<file path="src/rtl/dom_pkg.sv">
// Shared definitions for the DOM share generator and its LFSR.
// Latency: n/a (constants and types only).
// Backpressure: n/a.
package dom_pkg;

    // Galois feedback mask for the 32-bit randomness LFSR.
    localparam logic [31:0] TAP_MASK_32 = 32'h80200003;

    // Random bits consumed per accepted transaction.
    localparam int N_RAND_BITS = 7;

    typedef enum logic {
        UNSEEDED = 1'b0,
        RUN      = 1'b1
    } gen_state_t;

    // Position of each field within the per-transaction random bit vector.
    localparam int R_A0  = 0;
    localparam int R_A1  = 1;
    localparam int R_B0  = 2;
    localparam int R_B1  = 3;
    localparam int R_Z10 = 4;
    localparam int R_Z20 = 5;
    localparam int R_Z21 = 6;

endpackage

</file>
<file path="src/rtl/lfsr_galois_multistep.sv">
// Galois LFSR advanced STEPS times in one cycle; rbits[k] is state[0] before step k.
// Latency: 0 (purely combinational).
// Backpressure: none; the caller decides when to commit next_state.
// Ports: state (current LFSR state), next_state (after STEPS steps),
//        rbits (one output bit per step, LSB first).
module lfsr_galois_multistep #(
    parameter int             W        = 32,
    parameter logic [W-1:0]   TAP_MASK = 32'h80200003,
    parameter int             STEPS    = 7
) (
    input  logic [W-1:0]     state,
    output logic [W-1:0]     next_state,
    output logic [STEPS-1:0] rbits
);

    logic [W-1:0] walk;

    always_comb begin
        walk  = state;
        rbits = '0;
        for (int k = 0; k < STEPS; k++) begin
            rbits[k] = walk[0];
            walk     = (walk >> 1) ^ (walk[0] ? TAP_MASK : '0);
        end
        next_state = walk;
    end

endmodule

</file>
<file path="src/rtl/dom_share_gen_3.sv">
// Splits a,b into 3 Boolean shares each and emits fresh masks z10/z20/z21 for a 3-share DOM AND.
// Latency: 1 cycle from accept to registered bundle; 1 bundle/cycle throughput.
// Backpressure: bundle held while out_valid && !out_ready; in_ready low until consumed or replaced.
// Ports: seed_load/seed/seed_err (LFSR seeding), in_valid/in_ready/a/b (operand input),
//        out_valid/out_ready/a0..a2/b0..b2/z10/z20/z21 (share bundle), reseed_req (advisory).
module dom_share_gen_3
    import dom_pkg::*;
#(
    parameter int               LFSR_W          = 32,
    parameter logic [LFSR_W-1:0] TAP_MASK       = TAP_MASK_32,
    parameter int               RESEED_INTERVAL = 1024
) (
    input  logic              clk,
    input  logic              rst,
    input  logic              seed_load,
    input  logic [LFSR_W-1:0] seed,
    output logic              seed_err,
    input  logic              in_valid,
    output logic              in_ready,
    input  logic              a,
    input  logic              b,
    output logic              out_valid,
    input  logic              out_ready,
    output logic              a0,
    output logic              a1,
    output logic              a2,
    output logic              b0,
    output logic              b1,
    output logic              b2,
    output logic              z10,
    output logic              z20,
    output logic              z21,
    output logic              reseed_req
);

    localparam logic [15:0] RI = 16'(RESEED_INTERVAL);

    gen_state_t              state;
    logic [LFSR_W-1:0]       lfsr_q;
    logic [LFSR_W-1:0]       lfsr_nxt;
    logic [N_RAND_BITS-1:0]  r;
    logic [15:0]             count;
    logic                    accept;

    lfsr_galois_multistep #(
        .W        (LFSR_W),
        .TAP_MASK (TAP_MASK),
        .STEPS    (N_RAND_BITS)
    ) u_lfsr (
        .state      (lfsr_q),
        .next_state (lfsr_nxt),
        .rbits      (r)
    );

    // seed_load blocks acceptance so a reseed never races with a transaction.
    assign in_ready = (state == RUN) && !seed_load && (!out_valid || out_ready);
    assign accept   = in_valid && in_ready;

    always_ff @(posedge clk or posedge rst) begin
        if (rst) begin
            state      <= UNSEEDED;
            lfsr_q     <= '0;
            count      <= '0;
            seed_err   <= 1'b0;
            reseed_req <= 1'b0;
            out_valid  <= 1'b0;
            a0 <= 1'b0; a1 <= 1'b0; a2 <= 1'b0;
            b0 <= 1'b0; b1 <= 1'b0; b2 <= 1'b0;
            z10 <= 1'b0; z20 <= 1'b0; z21 <= 1'b0;
        end else if (seed_load) begin
            // Seeding flushes any pending bundle; an all-zero seed would lock the LFSR.
            out_valid <= 1'b0;
            if (seed != '0) begin
                lfsr_q     <= seed;
                count      <= '0;
                reseed_req <= 1'b0;
                seed_err   <= 1'b0;
                state      <= RUN;
            end else begin
                lfsr_q   <= '0;
                seed_err <= 1'b1;
                state    <= UNSEEDED;
            end
        end else if (accept) begin
            lfsr_q    <= lfsr_nxt;
            out_valid <= 1'b1;
            a0  <= r[R_A0];
            a1  <= r[R_A1];
            a2  <= a ^ r[R_A0] ^ r[R_A1];
            b0  <= r[R_B0];
            b1  <= r[R_B1];
            b2  <= b ^ r[R_B0] ^ r[R_B1];
            z10 <= r[R_Z10];
            z20 <= r[R_Z20];
            z21 <= r[R_Z21];
            if (count != RI) begin
                count <= count + 16'd1;
            end
            // Saturating count: this fires on the accept that brings count to RI.
            if (count >= RI - 16'd1) begin
                reseed_req <= 1'b1;
            end
        end else if (out_ready) begin
            out_valid <= 1'b0;
        end
    end

endmodule

</file>
<file path="config.mk">
export PLATFORM = sky130hd
export DESIGN_NAME = dom_share_gen_3
export DESIGN_NICKNAME = d
export VERILOG_FILES = /design/src/rtl/dom_pkg.sv /design/src/rtl/lfsr_galois_multistep.sv /design/src/rtl/dom_share_gen_3.sv
export SDC_FILE = /design/constraint.sdc
export NUM_CORES = 1
export LEC_CHECK = 0
export CORE_MARGIN = 3
export CORE_UTILIZATION = 50
export DETAILED_ROUTE_END_ITERATION = 10
export GPL_ROUTABILITY_DRIVEN = 0
export PLACE_DENSITY = 0.72
export SYNTH_ARGS = -nofsm -noshare
export SYNTH_HDL_FRONTEND = slang
export SYNTH_SLANG_ARGS = --single-unit
</file>
<file path="constraint.sdc">
create_clock -name clk -period 2.8 [get_ports clk]
set_clock_uncertainty 0.1 [all_clocks]
set_input_delay 0.84 -clock clk [delete_from_list [all_inputs] [get_ports clk]]
set_output_delay 0.84 -clock clk [all_outputs]
set_load 0.01 [all_outputs]
</file>
==> impl_results.md <==
* Status: finished clean
* Worst setup path class: in2out
* Synth area leaders: dfrtp_1, mux2i_1, nand2_1
* Fin. Hold Viols at 0
* DPL Wire Length at 5610 µm
* Critical Path End Type: output pin
* # nets final at around 420
* Mapped Avg Cell Area at 9.94 µm²
* Critical-path cell list: clkdlybuf4s50_1, nand2b_4, and2_1, clkbuf_2
* Post-synthesis sequential area ratio at 47.4%
* RSZ-0062 raised after global routing: false
* Minimum clock period at 2.66 ns
* Distinct cell type count after synthesis at 44
* Clk slew on worst S/H paths at about 0.070 ns
* Die Wd at around 86 µm
* Total of max-cap violations at 0
* # rows at 28
* Slew margin rel. at 64.0%
* Worst-Margin Slew at between 0.5 and 0.6 ns
* Io pins at 52
* Root Driver: clkbuf_8
* CTS tree: yes
* ANT cells at 0
* Inst Count DP at ~440
* Largest net degree at the start of global routing at 63
* Mapped cell area at between 3000 and 4000 µm²
* Final period util at between 90% and 100%
* Post-synth ARST share at 100%
* Startpoint types: primary input
* Initial antenna violation count at 0
* # DRC at 0
* Slowest stage delay, CP at 0.46 ns
* Worst-Skew Late Latency at between 0.3 and 0.4 ns
* EDFF count, synth at 0
* Layout area overhead at 24.7%
* Die Ht at between 80 and 90 µm
* Arrival time at the worst endpoint at between 1.5 and 2 ns
* Top-count cell post-synth: dfrtp_1
* Via-to-Cell Ratio at between 5 and 6
* Die area at 7440 µm²
* CTS Buffer Depth at 2
* DR iter-0 viols at 261
* Layout Cells excl Fill at between 400 and 500
* Gr ovfl total at 0
* Synth Net Count at ~370
* All-Layer GR Usage at between 20 and 25%
* Via Count at roughly 2700
* Post-synth top cells: dfrtp_1, nand2_1, o21ai_0
* PD cells at roughly 630 nW/µm²
* Slew Limit Fails at 0
* Max Clk Rate at about 380 MHz
* Critical Path RT at 1.86 ns
* Core ar. at 6100 µm²
* Pleak at approximately 1.7 nW
* Vias in the first global route at 2623
* DP Worst Slack at -0.304 ns
* Primary FF master, synth: dfrtp_1
* DRT Pass-1 Iters at 4
* Worst Hold Class: reg2reg
* Drt total wl at a little under 8000 µm
* Remaining antenna violation count at 0
* Synth warnings at 0
* First-pass GRT wire length at between 10000 and 15000 µm
* Setup Viol. Count Final at 0
* CP max FO at 2
* Synth top area share at a little under half
* Synth area leader: dfrtp_1
* Cells after Synth at between 300 and 400
* Fillers at 512
* Port Buffers at between 50 and 60
* Maximum VDD drop at around 0.45 mV
* Final WS setup at around 0.14 ns
* Initial Util at between 50% and 60%
* Yosys reg bits at slightly above 60
* TritonCTS buffer count at 9
* Share of layout cells above drive strength 1 at 11.2%
* Critical-path top delay cell: clkdlybuf4s50_1
* CTS H-tree lvls at 3
* Clock sink total at a little over 60
* DR WL/cell at 16.8 µm
-- cell type report --
class	count	area (µm²)	area share [%]
Clock buffer	11	141	3.52
Clock inverter	5	50.0	1.25
Inverter	5	18.8	0.467
Multi-Input combinational cell	234	1550	38.7
Sequential cell	61	1530	38.0
Tap cell	75	93.8	2.34
Timing Repair Buffer	67	633	15.8
-- layer usage --
| metal | track usage (%) | routed length, µm | vias to the layer above |
|---|---|---|---|
| met4 | 8.36 | 119 | 0 |
| met5 | 0 | 0 | - |
| met2 | 32.2 | 3490 | 63 |
| met1 | 33.6 | 3800 | 1339 |
| li1 | - | - | 1289 |
| met3 | 3.04 | 292 | 14 |
-- cell families after synthesis --
family | after synthesis | share of synthesized area [%]
and+or+nand+nor | 109 | 18.3
AOI/OAI and AO/OA | 76 | 13.9
DFF | 61 | 47.4
buffers and inverters | 29 | 4.66
xor gates and xnor gates | 24 | 7.84
muxes | 23 | 7.18
adders and majority gates | 2 | 0.777
-- flip-flops by register name (all words and copies together), names as in the netlist --
register	flops
b2	1
z20	1
a2	1
z10	1
a1	1
lfsr_q	32
out_valid	1
z21	1
count	16
b0	1
state	1
reseed_req	1
seed_err	1
b1	1
a0	1
-- cells in the final DEF (no fill, tap or decap), types with 3 or more instances in the layout --
cell	count
and2_1	3
and4_1	3
nand2_1	37
buf_4	15
clkdlybuf4s50_1	49
a31oi_1	4
inv_1	4
nor4_1	9
clkinv_2	4
xor2_1	10
nand4_1	7
clkbuf_8	10
xnor2_1	10
a21oi_1	14
nand3_1	6
nor2_1	16
o21ai_0	27
o31ai_1	11
and3_1	5
dfrtp_1	61
or4_1	9
mux2i_1	22
o21ai_1	9
or3_1	4
-- final timing paths --
| kind | cells past startpoint | slack [ns] | start | to |
|---|---|---|---|---|
| worst max-delay path | 4 | 0.14 | out_ready | in_ready |
| worst min-delay path | 2 | 0.37 | a0 | a0 |
| worst max register to register | 6 | 0.80 | count[0] | count[12] |
| worst min register to register | 2 | 0.37 | a0 | a0 |
| max in group asynchronous | 3 | 1.54 | rst | count[5] |
| min in group asynchronous | 2 | 0.59 | rst | z10 |
-- critical path: cells and delay by family --
kind / cells / cell delay, ns
buf+inv: 2 / 0.60
simple gates: 2 / 0.27
-- metrics by stage --
step	power [mW]	utilization (%)	TNS, ns	hold WS (ns)	cell area [µm²]
detailed placement	1.78	62.7	-0.304	0.365	3820
CTS	2.56	66.0	0	0.379	4020
global placement	1.77	62.7	-0.296	0.356	3820
global route	2.68	65.9	0	0.406	4020
finish	2.55	65.9	0	0.374	4020
floorplan	1.50	-	0	0.375	3220
-- where the power goes --
part           switching (mW)  total (mW)  internal [mW]  leakage (nW)
logic                   0.320       0.671          0.351         0.871
clock network           0.349       0.778          0.430         0.103
registers              0.0957        1.10           1.00         0.767
total                   0.764        2.55           1.78          1.74
-- repair_timing --
item | 4_1_cts | 5_1_grt
gates resized for setup | 3 | 1
buffers inserted | 0 | 0
endpoints found under the setup margin | 1 | 1
hold buffers | 0 | 0
Note: power is estimated with default switching activity, not from simulation.
